[src/rtl/dmem_ctrl_pkg.sv]
`default_nettype none
// ============================================================================
// Module  : dmem_ctrl_pkg
// Purpose : Shared definitions for the data-memory load/store path. It holds
//           the RV32I load/store funct3 codes, the controller state encoding,
//           the default data-memory word-address width and a request legality
//           helper.
// Ports   : none (package)
// Revision: 1.0  initial release
// ============================================================================
package dmem_ctrl_pkg;

  // Default word-address width: 1024 words of 32 bits (4 KiB).
  localparam int DMEM_AW_DEFAULT = 10;

  // Load funct3 codes
  localparam logic [2:0] F3_LB  = 3'b000;
  localparam logic [2:0] F3_LH  = 3'b001;
  localparam logic [2:0] F3_LW  = 3'b010;
  localparam logic [2:0] F3_LBU = 3'b100;
  localparam logic [2:0] F3_LHU = 3'b101;
  // Store funct3 codes
  localparam logic [2:0] F3_SB  = 3'b000;
  localparam logic [2:0] F3_SH  = 3'b001;
  localparam logic [2:0] F3_SW  = 3'b010;

  typedef enum logic [1:0] {
    ST_IDLE    = 2'd0,
    ST_LD_WAIT = 2'd1,
    ST_RMW     = 2'd2
  } state_t;

  // Returns 1 for an illegal funct3 or a misaligned access. The range check
  // depends on the memory size and is done by the controller.
  function automatic logic f3_or_align_bad(input logic       we,
                                           input logic [2:0] f3,
                                           input logic [1:0] off);
    logic bad;
    bad = 1'b1;
    if (we) begin
      case (f3)
        F3_SB:   bad = 1'b0;
        F3_SH:   bad = off[0];
        F3_SW:   bad = |off;
        default: bad = 1'b1;
      endcase
    end else begin
      case (f3)
        F3_LB, F3_LBU: bad = 1'b0;
        F3_LH, F3_LHU: bad = off[0];
        F3_LW:         bad = |off;
        default:       bad = 1'b1;
      endcase
    end
    return bad;
  endfunction

endpackage
`default_nettype wire

[src/rtl/dmem_ctrl_if.sv]
`default_nettype none
// ============================================================================
// Module  : dmem_ctrl_if
// Purpose : Request/response bundle between the MEM stage (master) and the
//           data-memory controller (slave).
// Signals : req_valid/req_ready handshake, req_we, req_funct3, req_addr,
//           req_wdata; resp_valid pulse with resp_rdata and resp_err.
// Revision: 1.0  initial release
// ============================================================================
interface dmem_ctrl_if;
  logic        req_valid;
  logic        req_ready;
  logic        req_we;
  logic [2:0]  req_funct3;
  logic [31:0] req_addr;
  logic [31:0] req_wdata;
  logic        resp_valid;
  logic [31:0] resp_rdata;
  logic        resp_err;

  modport master (
    output req_valid, req_we, req_funct3, req_addr, req_wdata,
    input  req_ready, resp_valid, resp_rdata, resp_err
  );

  modport slave (
    input  req_valid, req_we, req_funct3, req_addr, req_wdata,
    output req_ready, resp_valid, resp_rdata, resp_err
  );
endinterface
`default_nettype wire

[src/rtl/dmem_ctrl_lsu_align.sv]
`default_nettype none
// ============================================================================
// Module  : dmem_ctrl_lsu_align
// Purpose : Combinational lane logic. Extracts and extends the addressed
//           byte/half of a read word for loads, and merges store data into a
//           read word for sub-word read-modify-write.
// Ports   : funct3, offset (byte address bits [1:0]), rdata (RAM word),
//           wdata (right-aligned store data, low half), load_data,
//           merge_data.
// Revision: 1.0  initial release
// ============================================================================
module dmem_ctrl_lsu_align
  import dmem_ctrl_pkg::*;
(
  input  logic [2:0]  funct3,
  input  logic [1:0]  offset,
  input  logic [31:0] rdata,
  input  logic [15:0] wdata,
  output logic [31:0] load_data,
  output logic [31:0] merge_data
);

  logic [7:0]  w_byte;
  logic [15:0] w_half;

  // Byte lane follows addr[1:0]; half lane follows addr[1] only.
  assign w_byte = rdata[{offset, 3'b000} +: 8];
  assign w_half = offset[1] ? rdata[31:16] : rdata[15:0];

  always_comb begin
    load_data = rdata;
    case (funct3)
      F3_LB:   load_data = {{24{w_byte[7]}}, w_byte};
      F3_LH:   load_data = {{16{w_half[15]}}, w_half};
      F3_LBU:  load_data = {24'd0, w_byte};
      F3_LHU:  load_data = {16'd0, w_half};
      default: load_data = rdata;
    endcase
  end

  always_comb begin
    merge_data = rdata;
    if (funct3 == F3_SB) begin
      merge_data[{offset, 3'b000} +: 8] = wdata[7:0];
    end else if (funct3 == F3_SH) begin
      if (offset[1]) merge_data[31:16] = wdata;
      else           merge_data[15:0]  = wdata;
    end
  end

endmodule
`default_nettype wire

[src/rtl/dmem_ctrl.sv]
`default_nettype none
// ============================================================================
// Module  : dmem_ctrl
// Purpose : Load/store controller between the MEM stage and the single-port
//           word-wide synchronous data RAM. Checks alignment/range, performs
//           sub-word stores as read-modify-write and returns extended load
//           data.
// Ports   : clk, rst (sync, active high); bus (dmem_ctrl_if.slave request/
//           response); mem_en, mem_we, mem_addr, mem_wdata to the RAM;
//           mem_rdata from the RAM (valid the cycle after a read).
// Revision: 1.0  initial release
// ============================================================================
module dmem_ctrl
  import dmem_ctrl_pkg::*;
#(
  parameter int DMEM_AW = DMEM_AW_DEFAULT
) (
  input  logic               clk,
  input  logic               rst,
  dmem_ctrl_if.slave         bus,
  output logic               mem_en,
  output logic               mem_we,
  output logic [DMEM_AW-1:0] mem_addr,
  output logic [31:0]        mem_wdata,
  input  logic [31:0]        mem_rdata
);

  state_t             r_state;
  logic [DMEM_AW-1:0] r_waddr;
  logic [1:0]         r_off;
  logic [2:0]         r_f3;
  logic [15:0]        r_wdata;
  logic               r_resp_valid;
  logic               r_resp_err;

  logic               w_accept;
  logic               w_err;
  logic               w_is_sw;
  logic [31:0]        w_load;
  logic [31:0]        w_merge;

  assign bus.req_ready = (r_state == ST_IDLE) && !rst;
  assign w_accept      = bus.req_valid && bus.req_ready;
  assign w_is_sw       = bus.req_we && (bus.req_funct3 == F3_SW);

  // Any address bit above the memory's byte range makes the request illegal.
  assign w_err = f3_or_align_bad(bus.req_we, bus.req_funct3, bus.req_addr[1:0])
               || ((bus.req_addr >> (DMEM_AW + 2)) != 32'd0);

  dmem_ctrl_lsu_align u_align (
    .funct3     (r_f3),
    .offset     (r_off),
    .rdata      (mem_rdata),
    .wdata      (r_wdata),
    .load_data  (w_load),
    .merge_data (w_merge)
  );

  // RAM port. The first access of a request is issued in the accept cycle,
  // so it is decoded straight from the request; the RMW write-back uses the
  // latched fields and the word read in the previous cycle.
  always_comb begin
    mem_en    = 1'b0;
    mem_we    = 1'b0;
    mem_addr  = '0;
    mem_wdata = 32'd0;
    if (!rst) begin
      case (r_state)
        ST_IDLE: begin
          if (w_accept && !w_err) begin
            mem_en   = 1'b1;
            mem_addr = bus.req_addr[DMEM_AW+1:2];
            if (w_is_sw) begin
              mem_we    = 1'b1;
              mem_wdata = bus.req_wdata;
            end
          end
        end
        ST_RMW: begin
          mem_en    = 1'b1;
          mem_we    = 1'b1;
          mem_addr  = r_waddr;
          mem_wdata = w_merge;
        end
        default: ;
      endcase
    end
  end

  // Load responses ride on the RAM read data in the LD_WAIT cycle; all other
  // responses come from the registered pulse.
  assign bus.resp_valid = !rst && (r_resp_valid || (r_state == ST_LD_WAIT));
  assign bus.resp_err   = !rst && r_resp_valid && r_resp_err;
  assign bus.resp_rdata = (!rst && (r_state == ST_LD_WAIT)) ? w_load : 32'd0;

  always_ff @(posedge clk) begin
    if (rst) begin
      r_state      <= ST_IDLE;
      r_waddr      <= '0;
      r_off        <= 2'd0;
      r_f3         <= 3'd0;
      r_wdata      <= 16'd0;
      r_resp_valid <= 1'b0;
      r_resp_err   <= 1'b0;
    end else begin
      r_resp_valid <= 1'b0;
      r_resp_err   <= 1'b0;
      case (r_state)
        ST_IDLE: begin
          if (w_accept) begin
            r_waddr <= bus.req_addr[DMEM_AW+1:2];
            r_off   <= bus.req_addr[1:0];
            r_f3    <= bus.req_funct3;
            r_wdata <= bus.req_wdata[15:0];
            if (w_err) begin
              r_resp_valid <= 1'b1;
              r_resp_err   <= 1'b1;
            end else if (!bus.req_we) begin
              r_state <= ST_LD_WAIT;
            end else if (w_is_sw) begin
              r_resp_valid <= 1'b1;
            end else begin
              r_state <= ST_RMW;
            end
          end
        end
        ST_LD_WAIT: r_state <= ST_IDLE;
        ST_RMW: begin
          r_state      <= ST_IDLE;
          r_resp_valid <= 1'b1;
        end
        default: r_state <= ST_IDLE;
      endcase
    end
  end

endmodule
`default_nettype wire

[src/flat_wrapper.sv]
// flat-port wrapper written by rule: the top's interface ports become plain ports
module dmem_ctrl_flat import dmem_ctrl_pkg::*;
#(
  parameter int DMEM_AW = DMEM_AW_DEFAULT
)
  (clk, rst, mem_en, mem_we, mem_addr, mem_wdata, mem_rdata, bus_req_valid, bus_req_we, bus_req_funct3, bus_req_addr, bus_req_wdata, bus_req_ready, bus_resp_valid, bus_resp_rdata, bus_resp_err);
  dmem_ctrl_if bus_i ();
  input  logic clk;
  input  logic rst;
  output logic mem_en;
  output logic mem_we;
  output logic [DMEM_AW-1:0] mem_addr;
  output logic [31:0] mem_wdata;
  input  logic [31:0] mem_rdata;
  input wire logic [$bits(bus_i.req_valid)-1:0] bus_req_valid;
  input wire logic [$bits(bus_i.req_we)-1:0] bus_req_we;
  input wire logic [$bits(bus_i.req_funct3)-1:0] bus_req_funct3;
  input wire logic [$bits(bus_i.req_addr)-1:0] bus_req_addr;
  input wire logic [$bits(bus_i.req_wdata)-1:0] bus_req_wdata;
  output wire logic [$bits(bus_i.req_ready)-1:0] bus_req_ready;
  output wire logic [$bits(bus_i.resp_valid)-1:0] bus_resp_valid;
  output wire logic [$bits(bus_i.resp_rdata)-1:0] bus_resp_rdata;
  output wire logic [$bits(bus_i.resp_err)-1:0] bus_resp_err;
  assign bus_i.req_valid = bus_req_valid;
  assign bus_i.req_we = bus_req_we;
  assign bus_i.req_funct3 = bus_req_funct3;
  assign bus_i.req_addr = bus_req_addr;
  assign bus_i.req_wdata = bus_req_wdata;
  assign bus_req_ready = bus_i.req_ready;
  assign bus_resp_valid = bus_i.resp_valid;
  assign bus_resp_rdata = bus_i.resp_rdata;
  assign bus_resp_err = bus_i.resp_err;
  dmem_ctrl #(.DMEM_AW(DMEM_AW)) u_core (.clk(clk), .rst(rst), .bus(bus_i), .mem_en(mem_en), .mem_we(mem_we), .mem_addr(mem_addr), .mem_wdata(mem_wdata), .mem_rdata(mem_rdata));
endmodule
[config.mk]
export PLATFORM = sky130hd
export DESIGN_NAME = dmem_ctrl_flat
export DESIGN_NICKNAME = d
export VERILOG_FILES = /design/src/rtl/dmem_ctrl_pkg.sv /design/src/rtl/dmem_ctrl_if.sv /design/src/rtl/dmem_ctrl_lsu_align.sv /design/src/rtl/dmem_ctrl.sv /design/src/flat_wrapper.sv
export SDC_FILE = /design/constraint.sdc
export NUM_CORES = 1
export LEC_CHECK = 0
export CELL_PAD_IN_SITES_DETAIL_PLACEMENT = 1
export CELL_PAD_IN_SITES_GLOBAL_PLACEMENT = 1
export CORE_MARGIN = 2
export CORE_UTILIZATION = 29
export CTS_CLUSTER_DIAMETER = 120
export CTS_CLUSTER_SIZE = 30
export DETAILED_ROUTE_END_ITERATION = 8
export GPL_ROUTABILITY_DRIVEN = 0
export GPL_TIMING_DRIVEN = 0
export PLACE_DENSITY = 0.87
export SYNTH_ARGS = -nofsm -noshare
export SYNTH_HDL_FRONTEND = slang
export SYNTH_HIERARCHICAL = 1
export SYNTH_SLANG_ARGS = --single-unit
[constraint.sdc]
create_clock -name clk -period 3.07 [get_ports clk]
set_input_delay 0.614 -clock clk [delete_from_list [all_inputs] [get_ports clk]]
set_output_delay 0.614 -clock clk [all_outputs]
set_load 0.02 [all_outputs]
==> impl_results.md <==
- Gr usage total: 0.290
- Seq/Total Area, Yosys: 0.171
- Setup ws final: -66.7 ps
- Failing checks: negative setup slack
- CTS clk-pin slew, worst paths: 50 ps
- Reg area: 709 µm²
- Skew-Pair Late Insertion Delay: 290 ps
- Chip width: 123 µm
- Critical-path cell list: buf_6, clkinvlp_4, clkbuf_16, ha_4, nor4bb_1, buf_4, buf_6, a221oi_2, a211oi_2, nand2_1, o21ai_2, buf_6
- Sink Count: 35
- Gr busiest metal: met2
- Crit share post-route: 1.02
- Vias in the first global route: 6239
- Cell Pwr Density: 240 mW/mm²
- Hold Path Class: flop to flop
- Synth Register Bits: 35
- Leak: 0.00291 µW
- IO buf count: 180
- H-tree lvl count: 2
- Met3 Use GR: 0.0397
- Pre-antenna DRT Iters: 5
- CTS buffer count: 5
- Skew final: 12.1 ps
- WS Path Type: flop to output port
- WP data arrival: 2520 ps
- Max incr delay on CP: 360 ps
- Maximum buffer depth of the clock tree: 2
- Layout cell share with drive strength beyond 1: 0.265
- CP Data Required Time: 2460 ps
- Starting density of the core: 0.297
- Cell mode on critical path: buf_6
- Post-synth EDFFs: 0
- Fin crit period: 3140 ps
- Mapped Nets: 706
- Maximum fanout along the worst path: 7
- Die area: 0.0151 mm²
- Max-Cap Viols: 0
- Cell variety after synth: 53
- Final design utilization: 0.505
- Total number of vias: 6032
- Initial antenna violation count: 0
- Fraction of registers with async set/reset: 0
- ANT cells: 0
- Setup crit start kind: flop
- Via/cell ratio: 6.10
- Cells after synthesis: 598
- Chip height: 123 µm
- Final hold violations: 0
- Mean Syn Cell Area: 6.86 µm²
- # IOs: 182
- Largest net degree at the start of global routing: 12
- Max_slew headroom: 0.526
- Post-route design area: 0.00698 mm²
- Final setup viols: 5
- Most frequent cells in the layout: nand2_1 (140), clkdlybuf4s50_1 (64), a21oi_1 (43), buf_4 (40), and2_1 (34)
- Post-DP Area: 0.00613 mm²
- CTS tree: yes
- Fmax: 0.319 GHz
- Root cell of the clock tree: clkbuf_16
- Global-route wire length before repair: 34.1 mm
- Critical Path Slowest Stage Cell: dfxtp_4
- M2 GR Usage: 0.524
- Syn Std Cell Area: 0.00410 mm²
- RSZ-0062 raised after global routing: true
- Starting DRT DRC Count: 527
- Core Box Area: 0.0138 mm²
- Crit end category: output port
- Multi-input gate area: 0.00352 mm²
- Syn. warnings: 6
- Area grow syn2layout: 70.2%
- Post-CTS Hold Fix Bufs: 0
- Routing usage on met1: 0.342
- Post-Route Setup TNS: -212 ps
- Routed Antenna Nets: 0
- Fill count: 1680
- Max-slew violation count: 0
- Pre-CTS setup slack: -1060 ps
- Grt ovf: 0
- Final wirelength: 23.2 mm
- Worst Tran Pin Value: 710 ps
- Peak VDD IR: 0.195 mV
- Ys flop type: dfxtp_1
- Residual DRC: 0
- Dpl hpwl: 16.0 mm
- Commonest non-fill, non-tap cell in the layout: nand2_1
- FP Rows: 43
- DR WL/cell: 23.5 µm
- Final net count: 916
- Status: complete, but fails checks
[timing repair]
| action | in CTS | in global routing |
|---|---|---|
| pin swaps | 32 | 27 |
| setup buffers | 21 | 6 |
| gates cloned | 2 | 1 |
| resized for setup | 388 | 114 |
| endpoints found under the setup margin | 77 | 72 |
[per-stage QoR]
stage | std cells | hold slack [ps] | power, µW
6_report | 989 | 468 | 1670
5_1_grt | 989 | 481 | 1730
4_1_cts | 985 | 460 | 1620
3_5_place_dp | 958 | 452 | 1070
3_3_place_gp | 958 | 442 | 1050
2_1_floorplan | 598 | 435 | 796
[worst paths after layout]
path	startpoint	end	slack [ps]	depth (start not counted)
max	u_core/r_off[1]	mem_wdata[26]	-70	12
min	u_core/r_waddr[4]	u_core/r_waddr[4]	470	2
max reg2reg	u_core/r_state[1]	u_core/r_wdata[12]	1200	6
min reg2reg	u_core/r_waddr[4]	u_core/r_waddr[4]	470	2
[flip-flops by register name, summed over array words and instances (netlist names)]
register and count:
u_core/r_f3 3, u_core/r_off 2, u_core/r_resp_err 1, u_core/r_resp_valid 1, u_core/r_state 2, u_core/r_waddr 10, u_core/r_wdata 16
[area by class of cell]
type / instances / area share
tap: 180 / 0.0323
sequential: 35 / 0.102
buffer: 61 / 0.0610
timing repair buffer: 210 / 0.277
multi-input combinational: 491 / 0.505
clock buffer: 6 / 0.0185
clock inverter: 2 / 0.00179
inverter: 4 / 0.00323
[cells in the mapped netlist (10+ instances only)]
cell	number	area, µm²
o31ai_1	11	82.6
o22ai_1	18	113
a22o_1	22	193
clkbuf_1	53	199
o2111ai_1	33	289
nor2b_1	10	62.6
mux2i_1	14	140
o21ai_1	32	160
a211oi_1	16	120
a221oi_1	18	158
a21oi_1	43	215
and2_1	34	213
nand2_1	140	526
nor2_1	21	78.8
dfxtp_1	35	701
[report_power, final]
group	switching [µW]	internal, µW	total (µW)
registers	27.2	474	501
clock network	195	299	494
logic	371	308	679
total	593	1080	1670
[metal layers]
layer | part of all wire | vias to the layer above
li1 | - | 2669
met1 | 0.38 | 2917
met2 | 0.49 | 353
met3 | 0.076 | 93
met4 | 0.047 | 0
met5 | 0 | -
[critical path: cells and delay by family (launching register included)]
kind,cells,cell delay (ps)
AO/OA/AOI/OAI,3,370
buffers and inverters,6,850
flip-flops,1,360
adder cells (fa/ha/maj),1,240
AND/OR/NAND/NOR,2,410
[cells by family (layout without fill, tap and decap cells)]
kind of cell               count (synthesis)  after routing  share of synthesized area
and+or+nand+nor                          248            248                      0.297
buffers and inverters                     72            283                     0.0824
adders and majority gates                  5              5                     0.0153
DFF                                       35             35                      0.171
AOI/OAI and AO/OA                        221            221                      0.389
muxes                                     17             17                     0.0451
(Power assumes the default switching activity.)
